## src/rtl/anim_seq.sv

```systemverilog
// Breathe-cycle sequencer for the duty/PWM stage: it issues start_up/down command
// pulses and waits for the duty stage's ready/ready_d completion levels.
module anim_seq #(
  parameter int unsigned HOLD_CYC = 1000,
  parameter int unsigned GAP_CYC  = 1000,
  parameter int unsigned TMO_CYC  = 65535,
  parameter int unsigned CNT_W    = 16
) (
  input  logic       i_clk,
  input  logic       i_rst_n,
  input  logic       i_go,
  input  logic       i_stop,
  input  logic [3:0] i_repeat_n,
  input  logic       i_ready,
  input  logic       i_ready_d,
  output logic       o_start_up,
  output logic       o_down,
  output logic       o_busy,
  output logic       o_done,
  output logic       o_err,
  output logic [3:0] o_loops,
  output logic [2:0] o_dbg_state
);

  // Handshake: start_up/down are one-cycle commands with no back-pressure; the duty
  // stage acknowledges by raising ready/ready_d, and only a 0->1 edge of the
  // registered level counts as completion.
  typedef enum logic [2:0] {
    S_IDLE = 3'd0,
    S_RISE = 3'd1,
    S_HOLD = 3'd2,
    S_FALL = 3'd3,
    S_GAP  = 3'd4
  } state_t;

  localparam longint unsigned CNT_MAX  = (64'd1 << CNT_W) - 64'd1;
  localparam longint unsigned HOLD_EFF = (HOLD_CYC == 0) ? 64'd1 : 64'(HOLD_CYC);
  localparam longint unsigned GAP_EFF  = (GAP_CYC == 0) ? 64'd1 : 64'(GAP_CYC);
  localparam longint unsigned TMO_EFF  = (TMO_CYC == 0) ? 64'd1 : 64'(TMO_CYC);
  // Limits clip to the counter range so a saturated counter still terminates.
  localparam logic [CNT_W-1:0] HOLD_LIM =
    CNT_W'((HOLD_EFF - 64'd1 > CNT_MAX) ? CNT_MAX : HOLD_EFF - 64'd1);
  localparam logic [CNT_W-1:0] GAP_LIM  =
    CNT_W'((GAP_EFF - 64'd1 > CNT_MAX) ? CNT_MAX : GAP_EFF - 64'd1);
  localparam logic [CNT_W-1:0] TMO_LIM  =
    CNT_W'((TMO_EFF - 64'd1 > CNT_MAX) ? CNT_MAX : TMO_EFF - 64'd1);

  state_t           r_state;
  state_t           w_state_nxt;
  logic [CNT_W-1:0] r_cnt;
  logic [3:0]       r_loops;
  logic [3:0]       r_rep;
  logic             r_stop_req;
  logic             r_ready_s;
  logic             r_ready_p;
  logic             r_ready_d_s;
  logic             r_ready_d_p;

  logic w_ready_rise;
  logic w_ready_d_rise;
  logic w_stop;
  logic w_more;
  logic w_hold_end;
  logic w_gap_end;
  logic w_tmo;
  logic w_accept;
  logic w_tmo_hit;
  logic w_start_up_nxt;
  logic w_down_nxt;
  logic w_busy_nxt;
  logic w_done_nxt;

  assign w_ready_rise   = r_ready_s & ~r_ready_p;
  assign w_ready_d_rise = r_ready_d_s & ~r_ready_d_p;
  assign w_stop         = i_stop | r_stop_req;
  assign w_more         = (r_rep == 4'd0) || (r_loops != r_rep);
  assign w_hold_end     = (r_cnt >= HOLD_LIM);
  assign w_gap_end      = (r_cnt >= GAP_LIM);
  assign w_tmo          = (r_cnt >= TMO_LIM);

  // State register
  always_ff @(posedge i_clk or negedge i_rst_n) begin
    if (!i_rst_n) begin
      r_state <= S_IDLE;
    end else begin
      r_state <= w_state_nxt;
    end
  end

  // Next-state logic
  always_comb begin
    w_state_nxt = r_state;
    case (r_state)
      S_IDLE: begin
        if (i_go && !i_stop) w_state_nxt = S_RISE;
      end
      S_RISE: begin
        if (w_stop)            w_state_nxt = S_FALL;
        else if (w_ready_rise) w_state_nxt = S_HOLD;
        else if (w_tmo)        w_state_nxt = S_IDLE;
      end
      S_HOLD: begin
        if (w_stop || w_hold_end) w_state_nxt = S_FALL;
      end
      S_FALL: begin
        if (w_ready_d_rise) w_state_nxt = w_stop ? S_IDLE : S_GAP;
        else if (w_tmo)     w_state_nxt = S_IDLE;
      end
      S_GAP: begin
        if (w_stop)         w_state_nxt = S_IDLE;
        else if (w_gap_end) w_state_nxt = w_more ? S_RISE : S_IDLE;
      end
      default: w_state_nxt = S_IDLE;
    endcase
  end

  // Output logic: next values of the registered outputs
  always_comb begin
    w_accept       = 1'b0;
    w_tmo_hit      = 1'b0;
    w_start_up_nxt = 1'b0;
    w_down_nxt     = 1'b0;
    w_busy_nxt     = 1'b0;
    w_done_nxt     = 1'b0;
    w_accept       = (r_state == S_IDLE) && (w_state_nxt == S_RISE);
    w_tmo_hit      = ((r_state == S_RISE) && !w_stop && !w_ready_rise && w_tmo) ||
                     ((r_state == S_FALL) && !w_ready_d_rise && w_tmo);
    w_start_up_nxt = (w_state_nxt == S_RISE) && (r_state != S_RISE);
    w_down_nxt     = (w_state_nxt == S_FALL) && (r_state != S_FALL);
    w_busy_nxt     = (w_state_nxt != S_IDLE);
    w_done_nxt     = (r_state != S_IDLE) && (w_state_nxt == S_IDLE) && !w_tmo_hit;
  end

  // Datapath and registered outputs
  always_ff @(posedge i_clk or negedge i_rst_n) begin
    if (!i_rst_n) begin
      r_cnt       <= '0;
      r_loops     <= 4'd0;
      r_rep       <= 4'd0;
      r_stop_req  <= 1'b0;
      r_ready_s   <= 1'b0;
      r_ready_p   <= 1'b0;
      r_ready_d_s <= 1'b0;
      r_ready_d_p <= 1'b0;
      o_start_up  <= 1'b0;
      o_down      <= 1'b0;
      o_busy      <= 1'b0;
      o_done      <= 1'b0;
      o_err       <= 1'b0;
    end else begin
      r_ready_s   <= i_ready;
      r_ready_p   <= r_ready_s;
      r_ready_d_s <= i_ready_d;
      r_ready_d_p <= r_ready_d_s;

      if (w_state_nxt != r_state) r_cnt <= '0;
      else if (r_state != S_IDLE && r_cnt != {CNT_W{1'b1}}) r_cnt <= r_cnt + CNT_W'(1);

      if (w_accept) begin
        r_loops <= 4'd0;
        r_rep   <= i_repeat_n;
      end else if (r_state == S_FALL && w_ready_d_rise) begin
        r_loops <= r_loops + 4'd1;
      end

      // A stop pulse is remembered until the sequence winds down.
      if (w_state_nxt == S_IDLE) r_stop_req <= 1'b0;
      else if (i_stop)           r_stop_req <= 1'b1;

      if (w_accept)       o_err <= 1'b0;
      else if (w_tmo_hit) o_err <= 1'b1;

      o_start_up <= w_start_up_nxt;
      o_down     <= w_down_nxt;
      o_busy     <= w_busy_nxt;
      o_done     <= w_done_nxt;
    end
  end

  assign o_loops     = r_loops;
  assign o_dbg_state = r_state;

endmodule

```

## config.mk

```make
export PLATFORM = sky130hd
export DESIGN_NAME = anim_seq
export DESIGN_NICKNAME = d
export VERILOG_FILES = /design/src/rtl/anim_seq.sv
export SDC_FILE = /design/constraint.sdc
export NUM_CORES = 1
export LEC_CHECK = 0
export ABC_AREA = 0
export CAP_MARGIN = 20
export CORE_ASPECT_RATIO = 0.5
export CORE_MARGIN = 3
export CORE_UTILIZATION = 40
export DETAILED_ROUTE_END_ITERATION = 7
export PLACE_DENSITY_LB_ADDON = 0.12
export SYNTH_ARGS = -nofsm -noshare
export SYNTH_HDL_FRONTEND = slang
export SYNTH_SLANG_ARGS = --single-unit
```

## constraint.sdc

```tcl
create_clock -name i_clk -period 2.9 [get_ports i_clk]
set_clock_uncertainty 0.05 [all_clocks]
set_input_delay 0.58 -clock i_clk [delete_from_list [all_inputs] [get_ports i_clk]]
set_output_delay 0.58 -clock i_clk [all_outputs]
set_load 0.02 [all_outputs]
```

# [Yosys cells after proc, flatten, opt, wreduce, memory -nomap -nowiden]
# Cells that the tools add are included.
[totals] out_inout_bits=12 in_bits=10 latch_bits=0 romBits=0 word_cells=83 reg_bits=37 ramBits=0 mem_count=0
[classes] n_addsub=2 div=0 eq_ne=11 n_mul=0 shifts=0 reduce_logical=30 mux=19 magnitude_cmp=2 bitwise=5
[op_table] operator="$mux 16" count=2
[op_table] operator="$mux 3" count=9
[op_table] operator="$add 16x1->16 const B" count=1
[op_table] operator="$ge 16x10->1 const B" count=1
[op_table] operator="$ge 16x16->1 const B" count=1
[op_table] operator="$ne 16x16->1 const B" count=1
[op_table] operator="$pmux 3 s5" count=1
[op_table] operator="$logic_and 1x1->1" count=13
[op_table] operator="$eq 3x2->1 const B" count=3
[op_table] operator="$mux 4" count=2
[op_table] operator="$reduce_bool 2->1" count=4
[op_table] operator="$eq 3x1->1 const B" count=2
[op_table] operator="$logic_not 3->1" count=2
[op_table] operator="$reduce_bool 3->1" count=2
[op_table] operator="$logic_not 1->1" count=5
[op_table] operator="$mux 1" count=5
[op_table] operator="$add 4x1->4 const B" count=1
[op_table] operator="$logic_not 4->1" count=1
[op_table] operator="$ne 4x4->1" count=1
[op_table] operator="$eq 3x3->1 const B" count=1
[op_table] operator="$logic_or 1x1->1" count=3
[op_table] operator="$ne 3x1->1 const B" count=1
[op_table] operator="$ne 3x2->1 const B" count=1
[op_table] operator="$ne 3x3->1" count=1
[op_table] operator="other kinds (3)" count=5

# [Logic depth before layout (Yosys ltp)]
[depth] ltp_word=9 depth_mapped=9 ltp_nobuf=7

# [Worst setup path before layout]
# Ideal clock, no wire load.
[synth_timing] path_type="reg2reg" start="register r_state[0], in the netlist o_dbg_state[0]" end="register r_cnt[8]" stages_incl_launch_ff=10 arrival_ns=1.959 setup_slack_ns=0.819 setup_ns=0.072 n_path_buf=3 synth_period_minus_slack_ns=2.081 t_required_ns=2.778 cell_sequence="dfrtp_1 buf_6 nor2b_4 and4b_1 clkbuf_1 a221o_1 a32oi_2 buf_2 nand2_1 nor2_1"
[synth_between] elab_chain_cells=6 word_cells_on_any_way=19 cone_classes="5 x eq/ne; 10 x mux; 4 x reduce/logical"
[synth_lines] element="start: declaration" line_no="48" source="state_t r_state;"
[synth_lines] element="start signal: assignment" line_no="86" source="r_state <= w_state_nxt;"
[synth_lines] element="$mux 3" line_no="100, 107"
[synth_lines] element="$mux 3" line_no="99" source="else if (w_ready_rise) w_state_nxt = S_HOLD;"
[synth_lines] element="$mux 3" line_no="98" source="if (w_stop) w_state_nxt = S_FALL;"
[synth_lines] element="$pmux 3 s5" line_no="93" source="case (r_state)"
[synth_lines] element="$ne 3x3->1" line_no="156" source="if (w_state_nxt != r_state) r_cnt <= '0;"
[synth_lines] element="$mux 16 / $reduce_bool 2->1 (equally long branches)"
[synth_lines] element="end signal: assignment" line_no="157" source="else if (r_state != S_IDLE && r_cnt != {CNT_W{1'b1}}) r_cnt <= r_cnt + CNT_W'(1);"
[synth_lines] element="end: declaration" line_no="50" source="logic [CNT_W-1:0] r_cnt;"
# Several ways; a longest one is shown, not always the timed one.
# A chain may end at the register's enable or synchronous reset.

# [Final worst setup path]
[layout_timing] start="register r_cnt[11]" end="register r_cnt[2]"
[layout_between] elab_chain_cells=7 word_cells_on_any_way=16 cone_classes="2 x order compare; 2 x eq/ne; 9 x mux; 3 x reduce/logical"
[layout_lines] element="$ge 16x16->1" line_no="79" source="assign w_tmo = (r_cnt >= TMO_LIM);"
[layout_lines] element="$mux 3" line_no="100, 107"
[layout_lines] element="$mux 3" line_no="99"
[layout_lines] element="$mux 3" line_no="98"
[layout_lines] element="$pmux 3 s5" line_no="93"
[layout_lines] element="$ne 3x3->1" line_no="156"
[layout_lines] element="$mux 16 / $reduce_bool 2->1 (equally long branches)"
# Several ways; a longest one is shown, not always the timed one.

==> metrics <==
status=complete, no violations; Initial Util=43.71%; Nets=244; Max Fclk=0.4109 GHz; Iter 0 DRT Violations=36; CTS resizes=0; critical path startpoint category=flop; utilization after layout=51.54%; Antenna Cells=0; commonest cells after routing, fill and taps aside=dfrtp_1, nand2_1, nor2_1; worst path cell trace=nand4_1, or4_4, o22ai_1, o31ai_1, a22oi_4, and4bb_1; Crit. End Element=flop; Routed Antenna Nets=0; die area=6009 um2; worst slew pin tran=833.0 ps; post-CTS setup buffers=0; clk sinks=37; Cells after DPL=290; Worst Hold Class=reg2reg; Worst Path Arrival=2570 ps; EDFF count, synth=0; global route total overflow=0; register area=925.9 um2; Hold Slack=324.0 ps; setup TNS=0 ps; number of global-route vias before repair=1541; # IOs=22; Area Overhead vs Synth=17.90%; ratio of cells with drive above 1 in the final layout=10.78%; PwrDens=894.2 nW/um2; DRT Wirelength=4.166 mm; Worst EP required=3040 ps; Yosys reg bits=37; Clk pin slew, worst setup/hold paths=80 ps; Die H=56.34 um; Synthesis Warnings=0; synthesized instance count=212; asr flop ratio synth=100.0%; Worst-Skew Late Latency=300 ps; Seq/Total Area, Yosys=45.68%; Post-Layout Cell Count=298; Post-synth top flop=dfrtp_1; H-tree lvl count=2; die width=106.7 um; Synth cell types=54; CTS tree=yes; post-DR vias/cell=5.342; top cells by area, synth=dfrtp_1, xnor2_1, nand2_1; max_cap viols=0; Crit-path slowest cell=or4_4; final hold vios=0; WP buf/inv=0; Port Buffer Count=21; Syn Std Cell Area=2027 um2; Tot GR Track Use=15.17%; via count=1592; Fillers=461; Residual DRC=0; largest net degree at the start of global routing=38; DR WL/cell=13.98 um; clk buf depth=2; cell row count=17; Root Driver=clkbuf_8; CTS Hold Bufs=0; RSZ-0062 raised after global routing=no; Min Clock Period, post-route=2434 ps; Slew Limit Fails=0; CP max stage delay=580 ps; GPL Wtd Cong=0.8123; WS Path Type=reg2reg; static leakage=1.023 nW; delay-heaviest family, CP=simple AND/OR/NAND/NOR gates; Synth Net Count=225; Slew HR=44.47%; initial antenna violation count=0; Synth top area share=45.68%; cell accounting for the most synthesized area=dfrtp_1; area of the multi-input gates=1012 um2; number of buffers created by CTS=5; first-pass GRT wire length=7.286 mm; final setup violation count=0; dpl hpwl=2.937 mm; worst-path fanout max=16; syn_area_per_cell=9.561 um2; commonest non-fill, non-tap cell in the layout=dfrtp_1; Max IR drop VDD=0.0004985 V; core area=4637 um2; Tcrit/Tclk final=83.92%; DRT Pass-1 Iters=4
-- synth_stat cells, drive strengths merged, types with 6 or more instances --
cell type  count
nand4          9
xor2           6
nor2          30
nand2         30
nor3           9
xnor2         13
inv            6
dfrtp         37
nand3          6
-- power breakdown --
part / internal [W] / switching [W] / total (W) / leakage, nW
clock: 0.000342 / 0.000195 / 0.000537 / 0.0681
sequential: 0.000622 / 0.000123 / 0.000745 / 0.478
combinational: 0.000383 / 0.000472 / 0.000855 / 0.477
-- sequential cells by signal, summed over array words and instances, names as in the netlist --
name         cells
o_busy           1
o_dbg_state      3
o_done           1
o_down           1
o_err            1
o_loops          4
o_start_up       1
r_cnt           16
r_ready_d_p      1
r_ready_d_s      1
r_ready_p        1
r_ready_s        1
r_rep            4
r_stop_req       1
-- area by class of cell --
cell class	count	share of cell area, %
Sequential cell	37	38.74
Timing Repair Buffer	22	8.901
Clock inverter	3	2.723
Inverter	6	0.9424
Clock buffer	5	2.880
Multi-Input combinational cell	159	42.36
Tap cell	66	3.456
-- cell families (layout without fill, tap and decap cells) --
kind of cell | Yosys count | count (layout) | synth area share [%]
and+or+nand+nor | 112 | 112 | 29.26
buffers and inverters | 16 | 36 | 4.382
DFF | 37 | 37 | 45.68
AOI/OAI and AO/OA | 20 | 20 | 7.902
xor gates and xnor gates | 19 | 19 | 8.210
muxes | 5 | 5 | 2.716
adders and majority gates | 3 | 3 | 1.852
-- routing by layer --
layer,global-route usage [%],routed length (um)
met1,21.64,2136
met2,22.36,1829
met3,4.363,153
met4,4.372,47
met5,0,0
-- path summary, 6_finish.rpt --
path	from	depth (start not counted)	slack, ps	to
min in group asynchronous	i_rst_n	1	330	r_cnt[11]$_DFFE_PN0P_
min	r_ready_s$_DFF_PN0_	0	320	r_ready_p$_DFF_PN0_
max reg2reg	r_cnt[11]$_DFFE_PN0P_	6	470	r_cnt[2]$_DFFE_PN0P_
min reg2reg	r_ready_s$_DFF_PN0_	0	320	r_ready_p$_DFF_PN0_
max in group asynchronous	i_rst_n	1	1940	r_stop_req$_DFFE_PN0P_
max	r_cnt[11]$_DFFE_PN0P_	6	470	r_cnt[2]$_DFFE_PN0P_
-- through the flow --
step | total power (W) | worst slack, ps | cell area, um2
2_1_floorplan | 0.001380 | 819.3 | 2027
3_5_place_dp | 0.001615 | 200.6 | 2256
3_3_place_gp | 0.001607 | 283.4 | 2256
6_report | 0.002137 | 466.2 | 2390
4_1_cts | 0.002156 | 467.3 | 2390
5_1_grt | 0.002282 | 289.3 | 2390
-- worst reg2reg max path, delay by kind of cell (launching register included) --
| family | cells | cell delay [ps] |
|---|---|---|
| flip-flops | 1 | 450 |
| AO/OA/AOI/OAI | 3 | 790 |
| AND/OR/NAND/NOR | 3 | 1040 |
Power figures use the tool's default switching activity.
